$ cat config.mk
export PLATFORM = sky130hd
export DESIGN_NAME = drum_line_reader
export DESIGN_NICKNAME = d
export VERILOG_FILES = /design/src/rtl/g15_pkg.sv /design/src/rtl/drum_timing_counter.sv /design/src/rtl/drum_line_reader.sv
export SDC_FILE = /design/constraint.sdc
export NUM_CORES = 1
export LEC_CHECK = 0
export BUFFER_PORTS_ARGS = -buffer_cell sky130_fd_sc_hd__clkbuf_2
export CORE_MARGIN = 2
export CORE_UTILIZATION = 45
export CTS_BUF_LIST = sky130_fd_sc_hd__clkbuf_4 sky130_fd_sc_hd__clkbuf_8
export CTS_CLUSTER_DIAMETER = 100
export DETAILED_ROUTE_END_ITERATION = 7
export SLEW_MARGIN = 20
export SYNTH_ARGS = -nofsm -noshare
export SYNTH_HDL_FRONTEND = slang
export SYNTH_HIERARCHICAL = 1
export SYNTH_SLANG_ARGS = --single-unit
$ cat constraint.sdc
create_clock -name CLOCK -period 3.4 [get_ports CLOCK]
set_input_delay 0.51 -clock CLOCK [delete_from_list [all_inputs] [get_ports CLOCK]]
set_output_delay 0.51 -clock CLOCK [all_outputs]
set_load 0.01 [all_outputs]
$ cat src/rtl/g15_pkg.sv
`default_nettype none
// ============================================================================
// Module      : g15_pkg
// Description : Shared G-15 drum geometry, index types and reader FSM states.
// Revision    : 1.0 - initial release
// ============================================================================
package g15_pkg;

  localparam int WORD_BITS  = 29;
  localparam int LINE_WORDS = 108;

  typedef logic [WORD_BITS-1:0] word_t;
  typedef logic [6:0]           word_idx_t;
  typedef logic [4:0]           bit_idx_t;

  localparam bit_idx_t  LAST_BIT       = bit_idx_t'(WORD_BITS - 1);
  localparam word_idx_t LAST_WORD      = word_idx_t'(LINE_WORDS - 1);
  localparam word_idx_t WORDS_PER_LINE = word_idx_t'(LINE_WORDS);

  typedef enum logic [1:0] {
    IDLE  = 2'd0,
    WAIT  = 2'd1,
    SHIFT = 2'd2
  } rd_state_t;

  function automatic word_idx_t word_inc(input word_idx_t w);
    return (w == LAST_WORD) ? '0 : w + 7'd1;
  endfunction

endpackage
`default_nettype wire

$ cat src/rtl/drum_timing_counter.sv
`default_nettype none
// ============================================================================
// Module      : drum_timing_counter
// Description : Bit/word position tracker driven by the drum timing marks.
// Revision    : 1.0 - initial release
// ============================================================================
module drum_timing_counter
  import g15_pkg::*;
(
  input  logic      clk,
  input  logic      rst_n,
  input  logic      i_bit_sync,
  input  logic      i_line_sync,
  output bit_idx_t  o_bit_cnt,
  output bit_idx_t  o_bit_cnt_next,
  output word_idx_t o_next_word,
  output logic      o_synced
);

  bit_idx_t  r_bit_cnt;
  word_idx_t r_word_cnt;
  logic      r_synced;
  bit_idx_t  w_bit_cnt_next;
  word_idx_t w_next_word;

  always_comb begin
    w_bit_cnt_next = (i_bit_sync || r_bit_cnt == LAST_BIT) ? '0 : r_bit_cnt + 5'd1;
    w_next_word    = i_line_sync ? '0 : word_inc(r_word_cnt);
  end

  always_ff @(posedge clk or negedge rst_n) begin
    if (!rst_n) begin
      r_bit_cnt  <= '0;
      r_word_cnt <= '0;
      r_synced   <= 1'b0;
    end else begin
      r_bit_cnt <= w_bit_cnt_next;
      if (i_bit_sync) begin
        r_word_cnt <= w_next_word;
        if (i_line_sync) r_synced <= 1'b1;
      end
    end
  end

  assign o_bit_cnt      = r_bit_cnt;
  assign o_bit_cnt_next = w_bit_cnt_next;
  assign o_next_word    = w_next_word;
  assign o_synced       = r_synced;

endmodule
`default_nettype wire

$ cat src/rtl/drum_line_reader.sv
`default_nettype none
// ============================================================================
// Module      : drum_line_reader
// Description : Captures consecutive 29-bit words from a serial drum line and
//               hands them to the host over a valid/ready interface.
// Revision    : 1.0 - initial release
// ============================================================================
module drum_line_reader
  import g15_pkg::*;
(
  input  logic        CLOCK,
  input  logic        rst_n,
  input  logic        BIT_SYNC,
  input  logic        LINE_SYNC,
  input  logic        SER_IN,
  input  logic        req_valid,
  output logic        req_ready,
  input  logic [6:0]  req_word,
  input  logic [6:0]  req_count,
  output logic        rd_valid,
  input  logic        rd_ready,
  output logic [28:0] rd_data,
  output logic [6:0]  rd_index,
  output logic        busy,
  output logic        overrun,
  output logic        frame_err,
  output logic        req_err
);

  rd_state_t  r_state;
  rd_state_t  w_state_next;
  word_idx_t  r_target;
  word_idx_t  r_remain;
  word_idx_t  r_cap_index;
  logic [WORD_BITS-2:0] r_shreg;
  logic       r_rd_valid;
  word_t      r_rd_data;
  word_idx_t  r_rd_index;
  logic       r_overrun;
  logic       r_frame_err;
  logic       r_req_err;

  bit_idx_t   w_bit_cnt;
  bit_idx_t   w_bit_cnt_next;
  word_idx_t  w_next_word;
  logic       w_synced;
  logic       w_accept;
  logic       w_bad_req;
  logic       w_start;
  logic       w_misframe;
  logic       w_word_done;
  logic       w_rd_take;
  logic       w_load;
  word_idx_t  w_req_len;

  drum_timing_counter u_timing (
    .clk            (CLOCK),
    .rst_n          (rst_n),
    .i_bit_sync     (BIT_SYNC),
    .i_line_sync    (LINE_SYNC),
    .o_bit_cnt      (w_bit_cnt),
    .o_bit_cnt_next (w_bit_cnt_next),
    .o_next_word    (w_next_word),
    .o_synced       (w_synced)
  );

  always_ff @(posedge CLOCK or negedge rst_n) begin
    if (!rst_n) r_state <= IDLE;
    else        r_state <= w_state_next;
  end

  always_comb begin
    w_state_next = r_state;
    w_accept     = 1'b0;
    w_bad_req    = 1'b0;
    w_start      = 1'b0;
    w_misframe   = 1'b0;
    w_word_done  = 1'b0;
    case (r_state)
      IDLE: begin
        if (req_valid) begin
          if (req_word > LAST_WORD) begin
            w_bad_req = 1'b1;
          end else begin
            w_accept     = 1'b1;
            w_state_next = WAIT;
          end
        end
      end
      WAIT: begin
        if (BIT_SYNC && w_synced && w_next_word == r_target) begin
          w_start      = 1'b1;
          w_state_next = SHIFT;
        end
      end
      SHIFT: begin
        // A word boundary mark anywhere but after bit 28 means we lost framing.
        if (BIT_SYNC && w_bit_cnt != LAST_BIT) begin
          w_misframe = 1'b1;
        end else if (w_bit_cnt_next == LAST_BIT) begin
          w_word_done = 1'b1;
          if (r_remain == 7'd1) w_state_next = IDLE;
        end
      end
      default: w_state_next = IDLE;
    endcase
  end

  assign w_rd_take = r_rd_valid & rd_ready;
  assign w_load    = w_word_done & (~r_rd_valid | w_rd_take);
  assign w_req_len = (req_count == '0 || req_count > WORDS_PER_LINE) ? WORDS_PER_LINE : req_count;

  always_ff @(posedge CLOCK or negedge rst_n) begin
    if (!rst_n) begin
      r_target    <= '0;
      r_remain    <= '0;
      r_cap_index <= '0;
      r_shreg     <= '0;
      r_rd_valid  <= 1'b0;
      r_rd_data   <= '0;
      r_rd_index  <= '0;
      r_overrun   <= 1'b0;
      r_frame_err <= 1'b0;
      r_req_err   <= 1'b0;
    end else begin
      // Bit 28 bypasses the shift register straight into the output word.
      if (w_bit_cnt_next != LAST_BIT) r_shreg[w_bit_cnt_next] <= SER_IN;
      r_req_err <= w_bad_req;

      if (w_accept) begin
        r_target    <= req_word;
        r_remain    <= w_req_len;
        r_overrun   <= 1'b0;
        r_frame_err <= 1'b0;
      end

      if (w_start) begin
        r_cap_index <= r_target;
      end else if (w_misframe) begin
        r_cap_index <= w_next_word;
        r_frame_err <= 1'b1;
      end else if (w_word_done) begin
        r_remain    <= r_remain - 7'd1;
        r_cap_index <= word_inc(r_cap_index);
        if (!w_load) r_overrun <= 1'b1;
      end

      if (w_load) begin
        r_rd_valid <= 1'b1;
        r_rd_data  <= {SER_IN, r_shreg};
        r_rd_index <= r_cap_index;
      end else if (w_rd_take) begin
        r_rd_valid <= 1'b0;
      end
    end
  end

  assign req_ready = (r_state == IDLE);
  assign busy      = (r_state != IDLE);
  assign rd_valid  = r_rd_valid;
  assign rd_data   = r_rd_data;
  assign rd_index  = r_rd_index;
  assign overrun   = r_overrun;
  assign frame_err = r_frame_err;
  assign req_err   = r_req_err;

endmodule
`default_nettype wire

# [Word level (Yosys, flattened, before mapping)]
# Index checks and enable logic that the tools add are counted.
[classes] n_addsub=4 n_mul=0 n_div=0 order_cmp=4 n_eq_ne=16 shift=0 muxes=45 n_bitwise=4 reduce_logical=13
[op_table] operator="$mux W7" count=11
[op_table] operator="$bwmux W28" count=1
[op_table] operator="$mux W1" count=24
[op_table] operator="$add A7 B1 Y7 const B" count=2
[op_table] operator="$eq A7 B7 Y1 const B" count=2
[op_table] operator="$gt A7 B7 Y1 const B" count=2
[op_table] operator="$mux W2" count=6
[op_table] operator="$ne A2 B2 Y1 const B" count=6
[op_table] operator="$eq A5 B5 Y1 const B" count=2
[op_table] operator="$ne A5 B5 Y1 const B" count=2
[op_table] operator="$eq A7 B1 Y1 const B" count=1
[op_table] operator="$eq A7 B7 Y1" count=1
[op_table] operator="$logic_not A7 Y1" count=1
[op_table] operator="$sub A7 B1 Y7 const B" count=1
[op_table] operator="$lt A5 B6 Y1 const B" count=1
[op_table] operator="$pmux W2 S3" count=1
[op_table] operator="$reduce_and A6 Y1" count=1
[op_table] operator="$add A5 B1 Y5 const B" count=1
[op_table] operator="$demux W1 S5" count=1
[op_table] operator="$ge A5 B1 Y1 const B" count=1
[op_table] operator="$mux W5" count=1
[op_table] operator="$logic_and A1 B1 Y1" count=4
[op_table] operator="$reduce_bool A2 Y1" count=2
[op_table] operator="$reduce_bool A3 Y1" count=1
[op_table] operator="8 further kinds" count=10
[totals] regBits=104 latch_bits=0 ram_bits=0 rom_bits=0 inputBits=21 output_inout_bits=42 wordCells=100 n_memories=0

# [Logic depth before layout (Yosys ltp)]
[depth] depth_word=12 ltp_mapped=11 mapped_depth_nobuf=9

# [Modules after synthesis]
# Netlist, hierarchy kept.
[modules_own_cells] mod="drum_line_reader" instances=1 cells_each=378 area_per_inst_um2=4380.5 seq_area_each_um2=2277.2
[modules_own_cells] mod="drum_timing_counter" instances=1 cells_each=78 area_per_inst_um2=780.7 seq_area_each_um2=325.3

# [Least setup slack after synthesis]
# No wires, ideal clock.
[synth_timing] path_kind="input to register" startpoint="input BIT_SYNC" endpoint="register r_rd_data[0] (netlist: rd_data[0])" setup_ps=125 t_arrival_ps=2776 required_time_ps=3275 slack_ps=498 stages=10 path_buffers=4 path_cell_list="buf_2 a41o_1 nor2_1 or3b_1 or4_1 buf_4 nand2b_4 buf_6 buf_6 mux2_4"
[synth_via] elab_chain_len=7 elab_cells_between_ends=8 classes_between="1 x eq/ne; 4 x mux; 1 x bitwise; 2 x reduce/logical"
[synth_lines] item="from (decl)" line_no="drum_line_reader.sv:13" source="input logic BIT_SYNC,"
[synth_lines] item="$logic_or A1 B1 Y1" line_no="drum_timing_counter.sv:27" source="w_bit_cnt_next = (i_bit_sync || r_bit_cnt == LAST_BIT) ? '0 : r_bit_cnt + 5'd1;"
[synth_lines] item="$mux W5" line_no="drum_timing_counter.sv:27"
[synth_lines] item="via w_bit_cnt_next[2]" line_no="drum_line_reader.sv:44" source="bit_idx_t w_bit_cnt_next;"
[synth_lines] item="$eq A5 B5 Y1" line_no="drum_line_reader.sv:100" source="end else if (w_bit_cnt_next == LAST_BIT) begin"
[synth_lines] item="$mux W1" line_no="drum_line_reader.sv:100"
[synth_lines] item="$mux W1" line_no="drum_line_reader.sv:98" source="if (BIT_SYNC && w_bit_cnt != LAST_BIT) begin"
[synth_lines] item="$mux W1" line_no="drum_line_reader.sv:79" source="case (r_state)"
[synth_lines] item="$and A1 B1 Y1" line_no="drum_line_reader.sv:110" source="assign w_load = w_word_done & (~r_rd_valid | w_rd_take);"
[synth_lines] item="to (signal assigned)" line_no="drum_line_reader.sv:150" source="r_rd_data <= {SER_IN, r_shreg};"
[synth_lines] item="to (decl)" line_no="drum_line_reader.sv:37" source="word_t r_rd_data;"
# The timed path passes the listed nets, and every way through them passes these cells.
# A chain may end at the register's enable or synchronous reset.

# [Worst setup path after layout]
[layout_timing] startpoint="register u_timing.r_bit_cnt[0] (netlist: u_timing/o_bit_cnt[0])" endpoint="register r_rd_data[1] (netlist: rd_data[1])"
[layout_via] elab_chain_len=8 elab_cells_between_ends=11 classes_between="1 x add/sub; 3 x eq/ne; 4 x mux; 1 x bitwise; 2 x reduce/logical"
[layout_lines] item="from (decl)" line_no="drum_timing_counter.sv:20" source="bit_idx_t r_bit_cnt;"
[layout_lines] item="from (signal assigned)" line_no="drum_timing_counter.sv:37" source="r_bit_cnt <= w_bit_cnt_next;"
[layout_lines] item="parallel branches: the longest is 2 deep, another holds $add A5 B1 Y5"
[layout_lines] item="$mux W5 (*)" line_no="drum_timing_counter.sv:27"
[layout_lines] item="via w_bit_cnt_next[2]" line_no="drum_line_reader.sv:44"
[layout_lines] item="$eq A5 B5 Y1 (*)" line_no="drum_line_reader.sv:100"
[layout_lines] item="$mux W1 (*)" line_no="drum_line_reader.sv:100"
[layout_lines] item="$mux W1 (*)" line_no="drum_line_reader.sv:98"
[layout_lines] item="$mux W1 (*)" line_no="drum_line_reader.sv:79"
[layout_lines] item="$and A1 B1 Y1 (*)" line_no="drum_line_reader.sv:110"
# Mark *: on every way through the listed nets, which the timed path passes.

==> flow_metrics.env <==
export IMPL_path_clk_slew_ps=110
export IMPL_first_pass_iters=4
export IMPL_crit_type="reg2reg"
export IMPL_min_path_type="in2async"
export IMPL_cpMaxStageDelayCell="or4_1"
export IMPL_synth_distinct_cells=64
export IMPL_grt_pass1_vias=3676
export IMPL_clock_sinks=104
export IMPL_synth_top_cell_by_area="dfrtp_1"
export IMPL_slew_viol_final=0
export IMPL_synth_area_leaders="dfrtp_1, mux2_4, mux2_2"
export IMPL_via_per_inst=5.37
export IMPL_powerDensity_nw_per_um2=536
export IMPL_cts_max_path_buffers=2
export IMPL_nNetsFinal=549
export IMPL_synth_edf_count=0
export IMPL_hold_violations=0
export IMPL_tns_ps=0
export IMPL_dp_hpwl_mm=7.34
export IMPL_cp_max_fo=36
export IMPL_wl_mm=10.3
export IMPL_root_buffer="clkbuf_8"
export IMPL_antenna_found_initial=0
export IMPL_timing_fmax_mhz=321
export IMPL_rsz0062_at_grt="false"
export IMPL_maxSlewHeadroom_pct=54.6
export IMPL_synth_seq_cells=104
export IMPL_drt_iter0_drc=142
export IMPL_syn_inst=456
export IMPL_synthMuxAreaShare_pct=17.0
export IMPL_core_area_um2=11300
export IMPL_drive_gt1_share_pct=31.5
export IMPL_clk_latency_ps=380
export IMPL_setup_violations=0
export IMPL_synthesis_nets=483
export IMPL_finClkSkew_ps=12.6
export IMPL_grt_max_degree=56
export IMPL_post_drt_wl_per_cell_um=15.4
export IMPL_cp_start_kind="flip-flop"
export IMPL_area_growth_pct=13.4
export IMPL_synth_top_area_share_pct=50.4
export IMPL_rows=39
export IMPL_finalNonFillerCells=670
export IMPL_vias=3600
export IMPL_synthXorXnorAreaFrac_pct=2.72
export IMPL_reg2regPathDepth=8
export IMPL_cts_setup_buffers=0
export IMPL_die_x_um=111
export IMPL_yosysSeqAreaShare_pct=50.4
export IMPL_synth_ff_type="dfrtp_1"
export IMPL_die_h_um=111
export IMPL_arrival_ps=3380
export IMPL_crit_chain="inv_1 -> ha_1 -> a41o_1 -> nor2_1 -> or3b_1 -> or4_1 -> nand2b_4 -> mux2_4"
export IMPL_synth_compound_area_share_pct=9.75
export IMPL_tightest_slew_ps=678
export IMPL_cp_end_kind="flip-flop"
export IMPL_grt_pass1_wl_mm=18.0
export IMPL_n_antenna_cell=0
export IMPL_avgSynthCellArea_um2=11.3
export IMPL_overflow=0
export IMPL_start_util_pct=45.6
export IMPL_ir_worst_vdd_uv=265
export IMPL_cts_tree="built"
export IMPL_async_flop_share_pct=100
export IMPL_power_leakage_nw=2.99
export IMPL_synth_top_family_by_area="multiplexers"
export IMPL_post_route_period_util_pct=91.7
export IMPL_cap_violations=0
export IMPL_yosysWarnings=6
export IMPL_synth_fa_ha_area_share_pct=1.45
export IMPL_dp_slack_ps=313
export IMPL_io_pins=63
export IMPL_synth_simple_area_share_pct=15.2
export IMPL_ys_top_cells_by_count="dfrtp_1, nand2_1, mux2_2, mux2_4, nor2_1"
export IMPL_finalWorstSetupSlack_ps=282
export IMPL_drtAntennaViolNets=0
export IMPL_dp_cells=654
export IMPL_cts_resized=0
export IMPL_period_needed_ps=3120
export IMPL_yosysMostFrequentCell="dfrtp_1"
export IMPL_drc=0
export IMPL_cts_htree_levels=3
export IMPL_timing_hold_ws_ps=145
export IMPL_syn_area_um2=5160
export IMPL_status="complete, no violations"
export IMPL_cp_slowest_stage_delay_ps=540
export IMPL_numCtsBuffers=9
export IMPL_track_usage_pct=17.9
export IMPL_die_area_um2=12300
export IMPL_ctsHoldBuffers=0
export IMPL_io_buffer_count=62
export IMPL_place_gp_congestion=0.816
export IMPL_crit_required_ps=3670
kinds of logic after synthesis:
kind of cell | count (synthesis)
flip-flops | 104
AO/OA/AOI/OAI | 66
buffers and inverters | 36
XOR/XNOR | 16
adder cells (fa/ha/maj) | 6
multiplexers | 68
AND/OR/NAND/NOR | 160
per-layer routing:
layer,wire (µm),global-route usage (%)
met1,5140,25.7
met2,4740,27.5
met5,0,0
met4,158,6.09
met3,296,3.17
power breakdown:
part           internal [W]  leakage, nW  switching [W]  total, W
registers           0.00142         1.38       0.000202   0.00162
clock network      0.000385        0.106       0.000440  0.000825
logic              0.000334         1.50       0.000357  0.000691
layout make-up:
type | count | area [µm²]
fillers | 1057 | 5470
flip-flops and latches | 104 | 2600
multi-input cells | 316 | 2380
repair buffers | 74 | 415
well taps | 143 | 179
clock buffers | 11 | 151
inverters | 17 | 63.8
clock inverters | 5 | 60.1
cells in the final DEF (no fill, tap or decap), drive strengths merged, types with 11 or more instances in the layout:
cell,count
dfrtp,104
clkbuf,72
mux2,66
nand2,59
nor2,29
inv,19
nand3,16
o21ai,14
buf,13
xor2,11
nand2b,11
flip-flops by register name, indices dropped and copies added, names as in the netlist:
signal / count
r_remain: 7
r_state: 2
r_shreg: 28
req_err: 1
frame_err: 1
rd_data: 29
u_timing/r_word_cnt: 7
r_cap_index: 7
overrun: 1
u_timing/o_synced: 1
rd_valid: 1
r_target: 7
rd_index: 7
u_timing/o_bit_cnt: 5
path summary, 6_finish.rpt:
| path | slack [ps] | to | from |
|---|---|---|---|
| hold reg to reg | 490 | frame_err | frame_err |
| hold / removal | 150 | u_timing/r_word_cnt[4] | rst_n |
| setup reg to reg | 280 | rd_data[1] | u_timing/o_bit_cnt[0] |
| setup / recovery | 280 | rd_data[1] | u_timing/o_bit_cnt[0] |
| max in group asynchronous | 2530 | r_remain[1] | rst_n |
| min in group CLOCK | 320 | r_target[1] | req_word[1] |
critical path: cells and delay by family, from the launching register on:
kind	cells	cell delay [ps]
muxes	1	430
DFF	1	430
buffers and inverters	1	60
and+or+nand+nor	4	1570
AOI/OAI and AO/OA	1	290
adders and majority gates	1	190
metrics by stage:
stage	power, W	util [%]	area (µm²)
2_1_floorplan	0.00211	-	5160
3_3_place_gp	0.00232	49.8	5640
3_5_place_dp	0.00234	49.8	5640
4_1_cts	0.00316	51.7	5850
5_1_grt	0.00335	51.7	5850
6_report	0.00314	51.7	5850
Note: power is estimated with default switching activity, not from simulation.
